### src/rtl/exe_mem_stage.sv
// Elastic EXE->MEM pipeline stage with valid/ready handshake, flush and forwarding tap.
// Optional SKID_EN macro adds a 1-entry skid register so in_ready comes from a flop.
module exe_mem_stage #(
  parameter int unsigned DATA_W = 8,
  parameter int unsigned REG_AW = 3
) (
  input  logic              clk,
  input  logic              rst,
  input  logic              flush,
  input  logic              in_valid,
  output logic              in_ready,
  input  logic              in_regWr,
  input  logic              in_memWr,
  input  logic              in_memRd,
  input  logic [DATA_W-1:0] in_aluRes,
  input  logic [DATA_W-1:0] in_memWrData,
  input  logic [REG_AW-1:0] in_rd,
  output logic              out_valid,
  input  logic              out_ready,
  output logic              out_regWr,
  output logic              out_memWr,
  output logic              out_memRd,
  output logic [DATA_W-1:0] out_aluRes,
  output logic [DATA_W-1:0] out_memWrData,
  output logic [REG_AW-1:0] out_rd,
  output logic              fwd_valid,
  output logic [REG_AW-1:0] fwd_rd,
  output logic [DATA_W-1:0] fwd_data
);

  localparam int unsigned CTL_LSB = 2 * DATA_W + REG_AW;
  localparam int unsigned OP_W    = CTL_LSB + 3;

  logic [OP_W-1:0] in_op;
  logic [OP_W-1:0] m_op;
  logic [OP_W-1:0] m_op_d;
  logic            m_valid;
  logic            m_valid_d;
  logic            accept;
  logic            retire;

  assign in_op  = {in_regWr, in_memWr, in_memRd, in_aluRes, in_memWrData, in_rd};
  assign accept = in_valid & in_ready;
  assign retire = m_valid & out_ready;

`ifdef SKID_EN
  logic [OP_W-1:0] s_op;
  logic [OP_W-1:0] s_op_d;
  logic            s_valid;
  logic            s_valid_d;

  assign in_ready = ~s_valid;

  // Next-state for main and skid entries; control bits cleared whenever M empties
  always_comb begin
    m_valid_d = m_valid;
    m_op_d    = m_op;
    s_valid_d = s_valid;
    s_op_d    = s_op;
    if (flush) begin
      m_valid_d                  = 1'b0;
      s_valid_d                  = 1'b0;
      m_op_d[OP_W-1:CTL_LSB]     = 3'b000;
    end else if (!m_valid) begin
      if (accept) begin
        m_valid_d = 1'b1;
        m_op_d    = in_op;
      end
    end else if (retire) begin
      if (s_valid) begin
        m_op_d    = s_op;
        s_valid_d = 1'b0;
      end else if (accept) begin
        m_op_d = in_op;
      end else begin
        m_valid_d              = 1'b0;
        m_op_d[OP_W-1:CTL_LSB] = 3'b000;
      end
    end else if (accept) begin
      s_valid_d = 1'b1;
      s_op_d    = in_op;
    end
  end

  always_ff @(posedge clk or posedge rst) begin
    if (rst) begin
      s_valid <= 1'b0;
      s_op    <= '0;
    end else begin
      s_valid <= s_valid_d;
      s_op    <= s_op_d;
    end
  end
`else
  assign in_ready = ~m_valid | out_ready;

  // Single-entry next-state; in_ready guarantees accept only when empty or retiring
  always_comb begin
    m_valid_d = m_valid;
    m_op_d    = m_op;
    if (flush) begin
      m_valid_d              = 1'b0;
      m_op_d[OP_W-1:CTL_LSB] = 3'b000;
    end else if (accept) begin
      m_valid_d = 1'b1;
      m_op_d    = in_op;
    end else if (retire) begin
      m_valid_d              = 1'b0;
      m_op_d[OP_W-1:CTL_LSB] = 3'b000;
    end
  end
`endif

  always_ff @(posedge clk or posedge rst) begin
    if (rst) begin
      m_valid <= 1'b0;
      m_op    <= '0;
    end else begin
      m_valid <= m_valid_d;
      m_op    <= m_op_d;
    end
  end

  assign out_valid     = m_valid;
  assign out_regWr     = m_op[CTL_LSB+2];
  assign out_memWr     = m_op[CTL_LSB+1];
  assign out_memRd     = m_op[CTL_LSB];
  assign out_aluRes    = m_op[CTL_LSB-1 -: DATA_W];
  assign out_memWrData = m_op[REG_AW +: DATA_W];
  assign out_rd        = m_op[REG_AW-1:0];

  // Control bits are zero while empty, so regWr alone qualifies the forwarding tap
  assign fwd_valid = m_op[CTL_LSB+2];
  assign fwd_rd    = m_op[REG_AW-1:0];
  assign fwd_data  = m_op[CTL_LSB-1 -: DATA_W];

endmodule
### config.mk
export PLATFORM = sky130hd
export DESIGN_NAME = exe_mem_stage
export DESIGN_NICKNAME = d
export VERILOG_FILES = /design/src/rtl/exe_mem_stage.sv
export SDC_FILE = /design/constraint.sdc
export NUM_CORES = 1
export LEC_CHECK = 0
export BUFFER_PORTS_ARGS = -buffer_cell sky130_fd_sc_hd__buf_4
export CORE_ASPECT_RATIO = 0.9
export CORE_UTILIZATION = 38
export CTS_CLUSTER_DIAMETER = 30
export CTS_CLUSTER_SIZE = 20
export DETAILED_ROUTE_END_ITERATION = 10
export GPL_TIMING_DRIVEN = 0
export PLACE_DENSITY_LB_ADDON = 0.05
export SYNTH_ARGS = -nofsm -noshare
export SYNTH_HDL_FRONTEND = slang
export SYNTH_SLANG_ARGS = --single-unit
### constraint.sdc
create_clock -name clk -period 1.4 [get_ports clk]
set_input_delay 0.07 -clock clk [delete_from_list [all_inputs] [get_ports clk]]
set_output_delay 0.07 -clock clk [all_outputs]
set_load 0.005 [all_outputs]
==> results.txt, run 1 <==
----------------------------------------------------
[Floorplan]
  Number of placement rows ... 17
  Area of the core region ... 2550 sq um
  # IOs ... 63
  Vert. Die Dim ... 52.1 um
  DIE AREA ... 3000 sq um
  Floorplan die width ... 57.7 um
  Initial core utilization ... 0.415

[Timing]
  Highest Clock Rate ... 0.692 GHz
  Setup repair after global routing missed its margin ... true
  Max Slew Vio Count ... 0
  Fin crit period ... 1.44 ns
  Worst Max-Slew Pin Slew ... 0.838 ns
  Max-Slew Margin vs Limit ... 0.440
  Slack of the critical path ... -0.0445 ns
  Hold_ws ... 0.0302 ns
  Final worst clock skew ... 0.00380 ns
  Final critical-path share of the clock period ... 1.03
  Number of hold violations in the final report ... 0
  Count of final setup violators ... 16

[Clock network]
  CTS root buf ... sky130_fd_sc_hd__clkbuf_4
  Clock transition time at the flip-flop clock pins of the worst setup and hold paths ... 0.11 ns
  Number of buffers on the longest clock path ... 2
  Depth of the CTS H-tree ... 1
  TritonCTS buffer count ... 3
  Clock Sink Count ... 23
  Latest clock arrival within the worst-skew pair ... 0.30 ns
  CTS tree ... yes

[Synthesis]
  Synthesized area ... 1060 sq um
  Synthesis warning total ... 0
  Dominant cells by area after synthesis ... sky130_fd_sc_hd__dfrtp_1, sky130_fd_sc_hd__mux2_4, sky130_fd_sc_hd__mux2_2
  Portion of the post-synthesis area used by sequential elements ... 0.543
  Gate count of the mapped netlist ... 72
  Unique masters post-synth ... 15
  Portion of synthesized cell area occupied by the leading cell type ... 0.543
  Library cell with the largest summed area after synthesis ... sky130_fd_sc_hd__dfrtp_1
  Number of synthesized register bits ... 23
  Syn_area_per_cell ... 14.7 sq um
  Synth Net Count ... 99

[Pwr]
  Total power ... 1.78 mW
  Leak pwr ... 0.936 nW
  Pwr dens ... 967 nW/um^2
  IR drop worst, VDD ... 0.000733 V

[Finish]
  Total non-filler cell area in the finished layout ... 1840 sq um
  Most common library cell in the layout ignoring fill and taps ... sky130_fd_sc_hd__buf_4
  Net count of the finished layout ... 193
  Fill cell count ... 187
  Antenna Diode Count ... 0
  Area growth syn-to-layout ... 73.8%
  Ratio of cells with drive above 1 in the final layout ... 0.661
  Highest-count cells in the layout ignoring fill and taps ... sky130_fd_sc_hd__buf_4, sky130_fd_sc_hd__dfrtp_1, sky130_fd_sc_hd__dlygate4sd3_1

[Placement]
  Worst setup timing slack at the placement stage ... -0.103 ns
  Buffers added on ports ... 61
  GP Congestion ... 0.716
  Post-place instance area ... 1550 sq um
  Post-DP HPWL ... 1590 um

[Drt]
  Via density ... 4.47
  Final wirelength ... 2350 um
  Drt wl/cell ... 12.2 um
  DRT iter0 DRCs ... 20
  Residual DRC count ... 4
  Post-DRT Antenna Nets ... 0
  Routed vias ... 862
  Number of iterations in the first detailed-routing pass ... 7

[Setup path]
  CP endpoint kind ... flop
  Max stage delay on crit path ... 0.41 ns
  List of cells traversed by the critical path ... nor2b_4, nor3b_2, buf_6, buf_12, mux2_4
  Highest-delay cell along the critical path ... sky130_fd_sc_hd__dfrtp_1
  Peak fanout along the critical path ... 10
  Kind of cell with the highest combined delay on the critical path ... flip-flops
  Startpoint type of the worst setup path ... flop
  Critical path data arrival time ... 1.64 ns
  Startpoint-to-endpoint class of the critical path ... reg -> reg
  Required time of the worst setup path ... 1.59 ns
  Combined buffer and inverter count along the critical path ... 2

[Global routing]
  Global-route wire length before repair ... 3730 um
  Via count of the first global-routing pass ... 883
  Number of antenna violations at the first check in global routing ... 0
  Global route total overflow ... 0
  Total routing resource utilization after global routing ... 0.167
  Pin count of the biggest net entering global routing ... 24

[Outcome]
  Result of the run ... complete, but fails checks
  Violated checks ... design-rule violations, negative setup slack

[Job]
  Number of maximum-capacitance constraint violations ... 0

[Worst hold path]
  Type of the most critical hold path ... in -> reg

----------------------------------------------------
-- where the power goes --
| group | internal, mW | switching, mW |
|---|---|---|
| combinational | 0.471 | 0.180 |
| clock | 0.111 | 0.181 |
| sequential | 0.765 | 0.0728 |
| total | 1.35 | 0.434 |
-- timing repair --
item                                   4_1_cts  5_1_grt
buffers inserted                             6        1
hold buffers                                21        0
endpoints found under the hold margin       46        0
setup endpoints to repair                   13       17
resized for setup                            0        1
-- worst paths after layout --
path                       startpoint       end  slack, ns  depth (start not counted)
setup / recovery            out_valid   m_op[6]      -0.04                          5
hold / removal               in_memRd  m_op[19]       0.03                          3
setup reg to reg            out_valid   m_op[6]      -0.04                          5
hold reg to reg               m_op[7]   m_op[7]       0.53                          1
max in group asynchronous         rst   m_op[3]       0.38                          3
min in group asynchronous         rst  m_op[11]       0.50                          3
-- stage by stage --
stage,std cells,util,setup TNS (ns)
floorplan,72,-,-0.217
global placement,161,0.608,-0.868
finish,193,0.722,-0.445
CTS,192,0.719,-0.410
global route,193,0.722,-1.31
detailed placement,161,0.608,-0.945
-- flip-flops by register name, summed over array words and instances (netlist names) --
register,flops
m_op,22
out_valid,1
-- worst reg2reg max path, delay by kind of cell, from the launching register on --
kind                   cells  cell delay [ns]
AND/OR/NAND/NOR            2             0.32
multiplexers               1             0.31
flip-flops                 1             0.41
buffers and inverters      2             0.31
-- synthesized netlist by cell type --
cell type                   n
sky130_fd_sc_hd__or2_2      1
sky130_fd_sc_hd__mux2_4    10
sky130_fd_sc_hd__nor2b_4    1
sky130_fd_sc_hd__buf_6      1
sky130_fd_sc_hd__dfrtp_1   23
sky130_fd_sc_hd__clkbuf_2   1
sky130_fd_sc_hd__inv_1      2
sky130_fd_sc_hd__buf_12     1
sky130_fd_sc_hd__nor2_1     4
sky130_fd_sc_hd__mux2i_1    2
sky130_fd_sc_hd__a21oi_1    1
sky130_fd_sc_hd__mux2_2     9
sky130_fd_sc_hd__nor3b_2    1
sky130_fd_sc_hd__buf_4     12
sky130_fd_sc_hd__a32oi_1    3
-- final cells by class --
type,count,area (sq um),share of cell area
plain buffers,15,126,0.0686
clock buffers,4,26.3,0.0143
inverters,2,7.51,0.00408
multi-input cells,32,350,0.190
flip-flops and latches,23,576,0.312
well taps,28,35.0,0.0190
repair buffers,89,721,0.391
-- routing by layer --
metal,wire [um],vias to the layer above,share of wire,track usage
met3,126,2,0.054,0.0448
met2,1240,32,0.53,0.324
met1,966,411,0.41,0.179
met4,16,0,0.0068,0.0476
met5,0,-,0,0
li1,-,417,-,-
-- kinds of logic (layout without fill, tap and decap cells) --
kind of cell	Yosys count	in the layout	synth area share
flops	23	23	0.543
simple gates	7	7	0.0449
compound gates	4	4	0.0295
buf+inv	17	110	0.126
mux	21	21	0.256
(Power assumes the default switching activity.)
==> run 2, diff against run 1 <==
Settings changed: CELL_PAD_IN_SITES_DETAIL_PLACEMENT set to 0, CELL_PAD_IN_SITES_GLOBAL_PLACEMENT set to 1, CORE_UTILIZATION 38 to 29.
==> run 2 against run 1 <==
Cell count is 3.6% lower. Register-to-register slack better by 0.03 ns. Clock skew is 0.0029 ns lower. The flow finishes with violations (negative hold slack, negative setup slack). Core utilization is 23 points lower. Via count is 10% lower. Power is 4.4% higher. Global-route usage is 5.6 points lower. First-iteration DRC count is 40% lower. Critical path depth stayed put.
==> results.txt, run 2 (synthesis results as in run 1) <==
----------------------------------------------------
[Outcome]
  Result of the run ... complete, but fails checks
  Violated checks ... negative hold slack, negative setup slack

[Placement]
  Post-place instance area ... 1570 sq um
  GP Congestion ... 0.659
  Buffers added on ports ... 61
  Cell total after placement ... 177
  Post-DP HPWL ... 1550 um

[Drt]
  DRT iter0 DRCs ... 12
  Number of iterations in the first detailed-routing pass ... 3
  Via density ... 4.17
  Post-DRT Antenna Nets ... 0
  Routed vias ... 776
  Final wirelength ... 2210 um
  Residual DRC count ... 0
  Drt wl/cell ... 11.9 um

[Timing]
  Slack of the critical path ... -0.0128 ns
  Fin crit period ... 1.41 ns
  Max-Slew Margin vs Limit ... 0.417
  Final critical-path share of the clock period ... 1.01
  Number of hold violations in the final report ... 11
  Setup repair after global routing missed its margin ... true
  Final worst clock skew ... 0.000873 ns
  Accumulated negative setup slack ... -0.0502 ns
  Count of final setup violators ... 10
  Highest Clock Rate ... 0.708 GHz
  Worst Max-Slew Pin Slew ... 0.873 ns
  Max Slew Vio Count ... 0
  Hold_ws ... -0.00170 ns

[Global routing]
  Global-route wire length before repair ... 3370 um
  Busiest metal layer after global routing ... met2
  Met2 routing resource usage after global routing ... 0.185
  Global route total overflow ... 0
  Global-route met3 utilization ... 0.0308
  Via count of the first global-routing pass ... 718
  Number of antenna violations at the first check in global routing ... 0
  Met1 capacity usage during global routing ... 0.147
  Pin count of the biggest net entering global routing ... 24
  Total routing resource utilization after global routing ... 0.112

[Clock network]
  CTS root buf ... sky130_fd_sc_hd__clkbuf_8
  Depth of the CTS H-tree ... 1
  Clock transition time at the flip-flop clock pins of the worst setup and hold paths ... 0.08 ns
  Clock Sink Count ... 23
  TritonCTS buffer count ... 3
  CTS tree ... yes
  Number of buffers on the longest clock path ... 2
  Latest clock arrival within the worst-skew pair ... 0.25 ns

[Finish]
  Highest-count cells in the layout ignoring fill and taps ... sky130_fd_sc_hd__buf_4, sky130_fd_sc_hd__dfrtp_1, sky130_fd_sc_hd__mux2_4
  Antenna Diode Count ... 0
  Fill cell count ... 315
  Top reg by flops ... m_op
  Max FFs per register ... 22
  Storage element area ... 576 sq um
  Net count of the finished layout ... 170
  Most common library cell in the layout ignoring fill and taps ... sky130_fd_sc_hd__buf_4
  Total non-filler cell area in the finished layout ... 1690 sq um
  Multi-input gate area ... 377 sq um
  Area growth syn-to-layout ... 59.9%
  Final non-filler cell total ... 186
  Ratio of cells with drive above 1 in the final layout ... 0.746

[Setup path]
  Peak fanout along the critical path ... 10
  Critical path data arrival time ... 1.56 ns
  Cell depth of the worst flop-to-flop path ... 5
  Startpoint type of the worst setup path ... flop
  CP endpoint kind ... flop
  Required time of the worst setup path ... 1.54 ns
  Startpoint-to-endpoint class of the critical path ... reg -> reg

[Floorplan]
  Area of the core region ... 3430 sq um
  DIE AREA ... 3900 sq um
  Initial core utilization ... 0.309
  Vert. Die Dim ... 59.4 um
  Number of placement rows ... 20
  Floorplan die width ... 65.7 um
  # IOs ... 63

[Pwr]
  IR drop worst, VDD ... 0.000591 V
  Pwr dens ... 1100 nW/um^2
  Leak pwr ... 0.874 nW
  Total power ... 1.86 mW

[Worst hold path]
  Type of the most critical hold path ... in -> async

[Job]
  Number of maximum-capacitance constraint violations ... 0

----------------------------------------------------
run 2: cell types whose count changed in the layout (fill, tap and decap cells not counted):
cell	before	now
sky130_fd_sc_hd__buf_12	1	2
sky130_fd_sc_hd__buf_4	80	77
sky130_fd_sc_hd__clkbuf_4	3	0
sky130_fd_sc_hd__clkbuf_8	0	3
sky130_fd_sc_hd__dlygate4sd3_1	21	0
sky130_fd_sc_hd__inv_1	1	2
sky130_fd_sc_hd__inv_2	1	0
sky130_fd_sc_hd__mux2_2	9	2
sky130_fd_sc_hd__mux2_4	10	17
run 2: layout make-up:
| class | count | area share |
|---|---|---|
| flip-flops and latches | 23 | 0.340 |
| repair buffers | 66 | 0.300 |
| multi-input cells | 32 | 0.222 |
| plain buffers | 15 | 0.0746 |
| well taps | 44 | 0.0325 |
| clock buffers | 4 | 0.0266 |
| inverters | 2 | 0.00443 |
run 2: metal layers:
layer | part of all wire | up-vias
met3 | 0.080 | 0
met2 | 0.48 | 32
met1 | 0.44 | 373
li1 | - | 371
met4 | 0 | 0
met5 | 0 | -
run 2: path summary, 6_finish.rpt:
kind / from / to / slack (ns)
min in group clk: flush / m_op[21] / 0
max in group asynchronous: rst / m_op[20] / 0.87
min: rst / m_op[12] / -0.002
min reg2reg: m_op[20] / m_op[20] / 0.52
max reg2reg: out_valid / m_op[4] / -0.01
max: out_valid / m_op[4] / -0.01
run 2: timing repair:
action / in CTS / in global routing
gates resized for setup: 0 / 7
buffers inserted: 4 / 1
hold endpoints to repair: 2 / 0
setup endpoints to repair: 19 / 19
run 2: worst max-delay path, stage by stage, from the launching register on:
cell and delay (ns):
sky130_fd_sc_hd__dfrtp_1 0.38, sky130_fd_sc_hd__nor2b_4 0.14, sky130_fd_sc_hd__nor3b_2 0.19, sky130_fd_sc_hd__buf_6 0.15, sky130_fd_sc_hd__buf_12 0.14, sky130_fd_sc_hd__mux2_4 0.30
run 2: per-stage QoR:
step	utilization	worst slack (ns)
floorplan	-	-0.0217
global placement	0.459	-0.0891
detailed placement	0.459	-0.122
CTS	0.484	-0.00535
global route	0.494	-0.0810
finish	0.494	-0.0128
run 2: power breakdown:
| part | total (mW) | switching [mW] | internal, mW |
|---|---|---|---|
| Sequential | 0.836 | 0.0702 | 0.765 |
| Combinational | 0.624 | 0.170 | 0.453 |
| Clock | 0.399 | 0.197 | 0.202 |
